===== src/rtl/apb_pkg.sv =====
// Shared types and widths for the APB register-bank completer.
package apb_pkg;

  localparam int unsigned APB_ADDR_W      = 32;
  localparam int unsigned APB_DATA_W      = 32;
  localparam int unsigned APB_SEL_W       = 3;
  localparam int unsigned APB_REGION_BITS = 26;
  localparam int unsigned APB_WAIT_W      = 4;
  localparam int unsigned APB_CNT_W       = 16;

  typedef enum logic {
    IDLE   = 1'b0,
    ACCESS = 1'b1
  } apb_slv_state_t;

  // Transfer attributes latched in the setup phase.
  typedef struct packed {
    logic [APB_ADDR_W-1:0] addr;
    logic                  write;
    logic [APB_DATA_W-1:0] wdata;
    logic                  oor;
  } apb_req_t;

endpackage


===== src/rtl/apb_regfile.sv =====
// DEPTH x 32-bit register storage: async-reset clear, one write port, one combinational read port.
module apb_regfile
  import apb_pkg::*;
#(
  parameter  int unsigned DEPTH = 16,
  localparam int unsigned AW    = $clog2(DEPTH)
) (
  input  logic                  clk,
  input  logic                  rst_n,
  input  logic                  we_i,
  input  logic [AW-1:0]         waddr_i,
  input  logic [APB_DATA_W-1:0] wdata_i,
  input  logic [AW-1:0]         raddr_i,
  output logic [APB_DATA_W-1:0] rdata_o
);

  logic [APB_DATA_W-1:0] mem_q [DEPTH];

  always_ff @(posedge clk or negedge rst_n) begin
    if (!rst_n) begin
      for (int i = 0; i < int'(DEPTH); i++) begin
        mem_q[i] <= '0;
      end
    end else if (we_i) begin
      mem_q[waddr_i] <= wdata_i;
    end
  end

  assign rdata_o = mem_q[raddr_i];

endmodule


===== src/rtl/apb_slave_regbank.sv =====
// APB completer behind the AHB-to-APB bridge: register bank with wait states,
// out-of-range error response, sticky protocol-violation flag and transfer counters.
module apb_slave_regbank
  import apb_pkg::*;
#(
  parameter int unsigned SEL_IDX     = 0,
  parameter int unsigned DEPTH       = 16,
  parameter int unsigned WAIT_STATES = 0
) (
  input  logic                  Hclk,
  input  logic                  Hresetn,
  input  logic [APB_SEL_W-1:0]  Pselx,
  input  logic                  Penable,
  input  logic                  Pwrite,
  input  logic [APB_ADDR_W-1:0] Paddr,
  input  logic [APB_DATA_W-1:0] Pwdata,
  output logic [APB_DATA_W-1:0] Prdata,
  output logic                  Pready,
  output logic                  Pslverr,
  output logic                  proto_err,
  output logic [APB_CNT_W-1:0]  wr_cnt,
  output logic [APB_CNT_W-1:0]  rd_cnt
);

  localparam int unsigned                 IDX_W        = $clog2(DEPTH);
  localparam logic [APB_REGION_BITS-1:0]  REGION_LIMIT = APB_REGION_BITS'(DEPTH * 4);
  localparam logic [APB_WAIT_W-1:0]       WAIT_LOAD    = APB_WAIT_W'(WAIT_STATES);

  apb_slv_state_t        state_q, state_d;
  logic [APB_WAIT_W-1:0] wait_q, wait_d;
  apb_req_t              req_q, req_d;
  logic                  proto_q, proto_set_c;
  logic [APB_CNT_W-1:0]  wr_cnt_q, rd_cnt_q;

  logic                  sel_c, oor_c, match_c, done_c, reg_we_c;
  logic [IDX_W-1:0]      idx_c;
  logic [APB_DATA_W-1:0] reg_rdata_c;
  logic [APB_SEL_W-1:0]  unused_pselx;

  assign sel_c        = Pselx[SEL_IDX];
  assign unused_pselx = Pselx;
  assign oor_c        = (Paddr[APB_REGION_BITS-1:0] >= REGION_LIMIT);
  assign idx_c        = req_q.addr[2 +: IDX_W];
  // Access phase is legal only while select, enable, address and direction hold steady.
  assign match_c      = sel_c & Penable & (Paddr == req_q.addr) & (Pwrite == req_q.write);

  // State register
  always_ff @(posedge Hclk or negedge Hresetn) begin
    if (!Hresetn) begin
      state_q <= IDLE;
      wait_q  <= '0;
      req_q   <= '0;
    end else begin
      state_q <= state_d;
      wait_q  <= wait_d;
      req_q   <= req_d;
    end
  end

  // Next-state logic
  always_comb begin
    state_d     = state_q;
    wait_d      = wait_q;
    req_d       = req_q;
    proto_set_c = 1'b0;
    unique case (state_q)
      IDLE: begin
        if (sel_c && !Penable) begin
          req_d   = '{addr: Paddr, write: Pwrite, wdata: Pwdata, oor: oor_c};
          wait_d  = WAIT_LOAD;
          state_d = ACCESS;
        end else if (sel_c && Penable) begin
          proto_set_c = 1'b1;
        end
      end
      ACCESS: begin
        if (!match_c) begin
          proto_set_c = 1'b1;
          state_d     = IDLE;
        end else if (wait_q != '0) begin
          wait_d = wait_q - APB_WAIT_W'(1);
        end else begin
          state_d = IDLE;
        end
      end
      default: state_d = IDLE;
    endcase
  end

  // Output logic
  always_comb begin
    done_c   = (state_q == ACCESS) && (wait_q == '0) && sel_c && Penable;
    Pready   = done_c;
    Pslverr  = done_c & req_q.oor;
    reg_we_c = done_c & req_q.write & ~req_q.oor;
    Prdata   = (done_c && !req_q.write && !req_q.oor) ? reg_rdata_c : '0;
  end

  // Sticky violation flag and completed-transfer counters
  always_ff @(posedge Hclk or negedge Hresetn) begin
    if (!Hresetn) begin
      proto_q  <= 1'b0;
      wr_cnt_q <= '0;
      rd_cnt_q <= '0;
    end else begin
      if (proto_set_c) begin
        proto_q <= 1'b1;
      end
      if (done_c && !req_q.oor) begin
        if (req_q.write) begin
          wr_cnt_q <= wr_cnt_q + APB_CNT_W'(1);
        end else begin
          rd_cnt_q <= rd_cnt_q + APB_CNT_W'(1);
        end
      end
    end
  end

  assign proto_err = proto_q;
  assign wr_cnt    = wr_cnt_q;
  assign rd_cnt    = rd_cnt_q;

  apb_regfile #(
    .DEPTH (DEPTH)
  ) u_regfile (
    .clk     (Hclk),
    .rst_n   (Hresetn),
    .we_i    (reg_we_c),
    .waddr_i (idx_c),
    .wdata_i (req_q.wdata),
    .raddr_i (idx_c),
    .rdata_o (reg_rdata_c)
  );

endmodule


===== config.mk =====
export PLATFORM = sky130hd
export DESIGN_NAME = apb_slave_regbank
export DESIGN_NICKNAME = d
export VERILOG_FILES = /design/src/rtl/apb_pkg.sv /design/src/rtl/apb_regfile.sv /design/src/rtl/apb_slave_regbank.sv
export SDC_FILE = /design/constraint.sdc
export NUM_CORES = 1
export LEC_CHECK = 0
export CAP_MARGIN = 25
export CELL_PAD_IN_SITES_DETAIL_PLACEMENT = 1
export CELL_PAD_IN_SITES_GLOBAL_PLACEMENT = 2
export CORE_MARGIN = 5
export CORE_UTILIZATION = 45
export CTS_CLUSTER_SIZE = 10
export DETAILED_ROUTE_END_ITERATION = 10
export DONT_BUFFER_PORTS = 1
export GPL_TIMING_DRIVEN = 1
export PLACE_DENSITY = 0.76
export SYNTH_ARGS = -nofsm -noshare
export SYNTH_HDL_FRONTEND = slang
export SYNTH_SLANG_ARGS = --single-unit
export TNS_END_PERCENT = 100

===== constraint.sdc =====
create_clock -name Hclk -period 7.8 [get_ports Hclk]
set_clock_uncertainty 0.15 [all_clocks]
set_input_delay 2.34 -clock Hclk [delete_from_list [all_inputs] [get_ports Hclk]]
set_output_delay 2.34 -clock Hclk [all_outputs]
set_load 0.02 [all_outputs]

; Word-level counts from Yosys, hierarchy flattened
; Index checks and enable logic that the tools add are counted.
[totals]
output_inout_bits = 67
regBits = 616
input_bits = 71
wordCells = 83
[op_classes]
magnitude_cmp = 3
bitwise_logic = 10
muxes = 19
reduce_logical = 18
eq_ne = 5
add_sub_neg = 3
[op_table]
columns = operator, n
row1 = $bwmux 512, 1
row2 = $bmux 32 s4, 1
row3 = $demux 32 s4, 1
row4 = $mux 32, 4
row5 = $add 16x1->16 const B, 2
row6 = $eq 32x32->1, 1
row7 = $ge 26x7->1 const B, 1
row8 = $mux 4, 3
row9 = $logic_and 1x1->1, 9
row10 = $pmux 4 s2, 1
row11 = $and 1x1->1, 6
row12 = $mux 1, 6
row13 = $reduce_and 2->1, 3
row14 = $ge 5x5->1 const B, 1
row15 = $lt 5x1->1 const B, 1
row16 = $not 4->5, 1
row17 = $logic_not 4->1, 1
row18 = $ne 2x1->1 const B, 2
row19 = $pmux 1 s2, 2
row20 = $reduce_bool 4->1, 1
row21 = $sub 4x1->4 const B, 1
row22 = $logic_not 1->1, 3
row23 = $not 1->1, 3
row24 = $reduce_and 3->1, 1
row25 = other kinds (2), 2

; Longest topological paths before layout
[depth]
depth_word = 7
depth_mapped = 8
mapped_depth_nobuf = 7

; Cells and area by module
; From an unflattened synthesis, not the netlist that was laid out.
[hier_totals]
cells_unflattened = 1936
hier_area_um2 = 27722.8
[by_module_without_submodules]
columns = mod, cells_per_inst, n_inst, area_each_um2, seq_area_each_um2
row1 = apb_regfile, 1404, 1, 22774.3, 12812.3
row2 = apb_slave_regbank, 532, 1, 4948.5, 2602.5

; Least setup slack after synthesis
; OpenSTA, ideal clock, no wires.
[synth_path]
path_kind = input -> output
start = in Pselx[0]
end = out Prdata[22]
path_slack_ns = 1.865
t_required_ns = 5.310
path_stages = 6
path_buffers = 3
arrival_time_ns = 3.445
cell_sequence = and2_1 > buf_2 > and3_1 > clkbuf_1 > clkbuf_1 > and2_1
[synth_via]
elab_chain_cells = 5
[synth_lines]
columns = item, line
row1 = from (decl), apb_slave_regbank.sv:12  ; input logic [APB_SEL_W-1:0] Pselx,
row2 = $logic_and 1x1->1 (2 in series), apb_slave_regbank.sv:92  ; done_c = (state_q == ACCESS) && (wait_q == '0) && sel_c && Penable;
row3 = $logic_and 1x1->1 (2 in series), apb_slave_regbank.sv:96  ; Prdata = (done_c && !req_q.write && !req_q.oor) ? reg_rdata_c : '0;
row4 = $mux 32, apb_slave_regbank.sv:96
row5 = to (decl), apb_slave_regbank.sv:17  ; output logic [APB_DATA_W-1:0] Prdata,
; Every way passes these cells.

; Final worst setup path
[layout_path]
start = in Pselx[0]
end = out Prdata[12]
; Same word-level chain as after synthesis.

==> flow_summary.yaml <==
synthesis:
  synthAdderAreaFrac_pct: 0.135
  synthMuxAreaShare_pct: 36.2
  synth_top_family_by_area: "multiplexers"
  synth_xor_area_share_pct: 1.92
  synth_common_cells: "dfrtp_1 (616), mux2_2 (566), mux4_2 (160), clkbuf_1 (58), buf_2 (41)"
  yosys.area_share.simple_pct: 3.67
  synth_cell_types: 48
  syn_inst: 1741
  synth_top_area_cell: "dfrtp_1"
  avgSynthCellArea_sq_um: 16.0
  ys_ff_latch: 616
  syn_area_sq_um: 27900
  synth_edf_count: 0
  synth_fp_nets: 1815
  yosysSeqAreaShare_pct: 55.3
  yosysMostFrequentCell: "dfrtp_1"
  synth_ff_type: "dfrtp_1"
  synth-compound-area-share_pct: 0.296
  synthDominantCellAreaShare_pct: 55.3
  synth_area_leaders: "dfrtp_1 (55%), mux2_2 (23%), mux4_2 (13%), xor2_1 (1.3%), clkbuf_1 (0.78%)"
  async_reset_ff_share_pct: 100
  yosysWarnings: 0
setup_path:
  cp-start-kind: "primary input"
  crit_path_end_kind: "primary output"
  crit_fanout: 36
  worst_ep_arrival_time_ns: 3.93
  worstSetupPathType: "in -> out"
  cp.depth: 3
  cpMostUsedCell: "and2_1"
  slowest_stage: "and3_2"
  crit_buf_inv: 0
  crit_chain: "and2_1 > and3_2 > and2_1"
  slowest_delay_ns: 0.85
  r2r_slack_ns: 3.84
  worst_r2r_path_depth: 5
  crit_family: "simple AND/OR/NAND/NOR gates"
  crit_required_ns: 5.31
timing:
  fmax_mhz: 156
  period_share_pct: 82.3
  worst_slew_pin_slew_ns: 2.41
  slew-limit-headroom_pct: -60.8
  rsz0062_at_grt: "false"
  fin_crit_ns: 6.42
  fin_tns_setup_ns: 0
  holdWs_ns: 0.331
  finalMaxSlewViolations: 473
  fin_ws_ns: 1.38
  finalHoldViolations: 0
  setup_viol: 0
finish:
  final_cell_area_sq_um: 30500
  layout.cells.non_filler: 2518
  utilization_pct: 49.6
  fillers: 5736
  layout.nets: 1781
  area_growth_pct: 9.51
  layout-drive-gt1-share_pct: 49.8
routing:
  antenna_left: 0
  vias_per_cell: 5.92
  route.met2.wl_um: 33800
  drt_iter0_markers: 842
  drc: 0
  dr.pass1.iters: 4
  drt_wl_total_um: 67000
  num_vias: 14905
  wl_met3_um: 2470
  top_layer: "met5"
  wl_met1_um: 29500
  wl_per_cell_um: 26.6
cts:
  cts_setup_buffers: 0
  cts_sinks: 616
  cts_buffers: 73
  holdBufCountCts: 0
  clkLatencyLatePin_ns: 0.60
  cts_root_buffer: "clkbuf_16"
  htree_levels: 3
  cts_tree: "built"
  cts_resized: 0
  cts_buffer_depth: 3
  clkTransAtPathRegs_ns: 0.05
place:
  io_buffers: 0
  place_ws_ns: 1.28
  place_hpwl_um: 37400
  place_area_sq_um: 28500
  gp_congestion: 0.726
  dp_cells: 2421
die:
  die_h_um: 259
  fp.dieW_um: 259
  ios: 138
  rows: 91
  start_util_pct: 45.3
  core_sq_um: 61500
  die_area_sq_um: 67000
pwr:
  p_sw_mw: 2.26
  seq_power_share_pct: 49.5
  p_clk_share_pct: 38.4
  leakage_nw: 14.4
  combPwrFrac_pct: 12.0
  p_int_mw: 5.61
  peakVddDrop_mv: 0.171
  switching_share_pct: 28.7
  power_mw: 7.87
  power_density_nw_per_um2: 258
global_routing:
  grt.overflow.total: 0
  grt_pass1_vias: 16884
  grt_max_degree: 617
  track_usage_pct: 20.4
  grt_pass1_wl_um: 106000
  grt_antenna_before_repair: 3
status:
  violations: "slew limit"
  status: "finished with violations"
job:
  maxCapViolCount: 0
min_path:
  whs_path_depth: 1
  hp-class: "reg -> reg"
[layout make-up]
cell class | instances | area, sq um | share of cell area, %
clock inverter | 5 | 65.1 | 0.213
clock buffer | 90 | 1940 | 6.37
tap | 790 | 988 | 3.24
antenna | 1 | 2.50 | 0.00820
inverter | 7 | 26.3 | 0.0861
multi-input combinational | 984 | 11800 | 38.8
sequential | 616 | 15400 | 50.5
timing repair buffer | 25 | 225 | 0.738
[worst paths after layout]
check / startpoint / to
worst max register to register: idx_c[1]$_DFFE_PN0P_ / u_regfile.mem_q[173]$_DFFE_PN0P_
worst max-delay path: Pselx[0] / Prdata[12]
worst min register to register: u_regfile.mem_q[230]$_DFFE_PN0P_ / u_regfile.mem_q[230]$_DFFE_PN0P_
min in group asynchronous: Hresetn / wr_cnt[12]$_DFFE_PN0P_
max in group asynchronous: Hresetn / u_regfile.mem_q[1]$_DFFE_PN0P_
worst min-delay path: u_regfile.mem_q[230]$_DFFE_PN0P_ / u_regfile.mem_q[230]$_DFFE_PN0P_
[state kept, by name, summed over array words and instances, names as in the netlist]
register and cells:
idx_c 4, proto_err 1, rd_cnt 16, req_q 62, state_q 1, u_regfile.mem_q 512, wait_q 4, wr_cnt 16
[power groups by stage]
stage	logic (mW)	registers [mW]	clock network (mW)
2_1_floorplan	1.02	3.54	0
3_3_place_gp	0.950	3.94	0
3_5_place_dp	0.962	3.96	0
4_1_cts	0.965	3.91	3.12
5_1_grt	1.02	3.96	3.25
6_report	0.945	3.90	3.03
[cell usage in the layout, fill, tap and decap left out, types with 2 or more instances in the layout]
master	instances
nor3_1	9
nor3_4	2
buf_4	22
dfrtp_4	3
or3_1	2
dfrtp_1	612
mux2_2	566
and2_1	34
clkbuf_16	75
ha_1	3
xor2_1	40
and3_1	5
mux2_1	10
nand2_2	6
nand4_1	12
nor2_4	6
clkbuf_1	14
o21bai_1	2
nor4_1	20
nor2_1	9
nor2b_1	3
inv_1	7
or4_1	5
xnor2_1	21
nand2b_1	9
nand3_2	2
inv_6	3
nand2_1	23
buf_12	3
nand3_1	14
mux4_2	160
nand3b_1	2
[kinds of logic after synthesis]
logic type / after synthesis
flops: 616
fa+ha+maj: 3
xor+xnor: 61
buf+inv: 141
compound gates: 11
mux: 737
simple gates: 172
[routing by layer]
metal  vias to the layer above  GRT usage (%)
met5                         -              0
met4                         2           4.97
li1                       6359              -
met1                      8237           28.1
met3                        79           3.26
met2                       228           34.5
(Power assumes the default switching activity.)
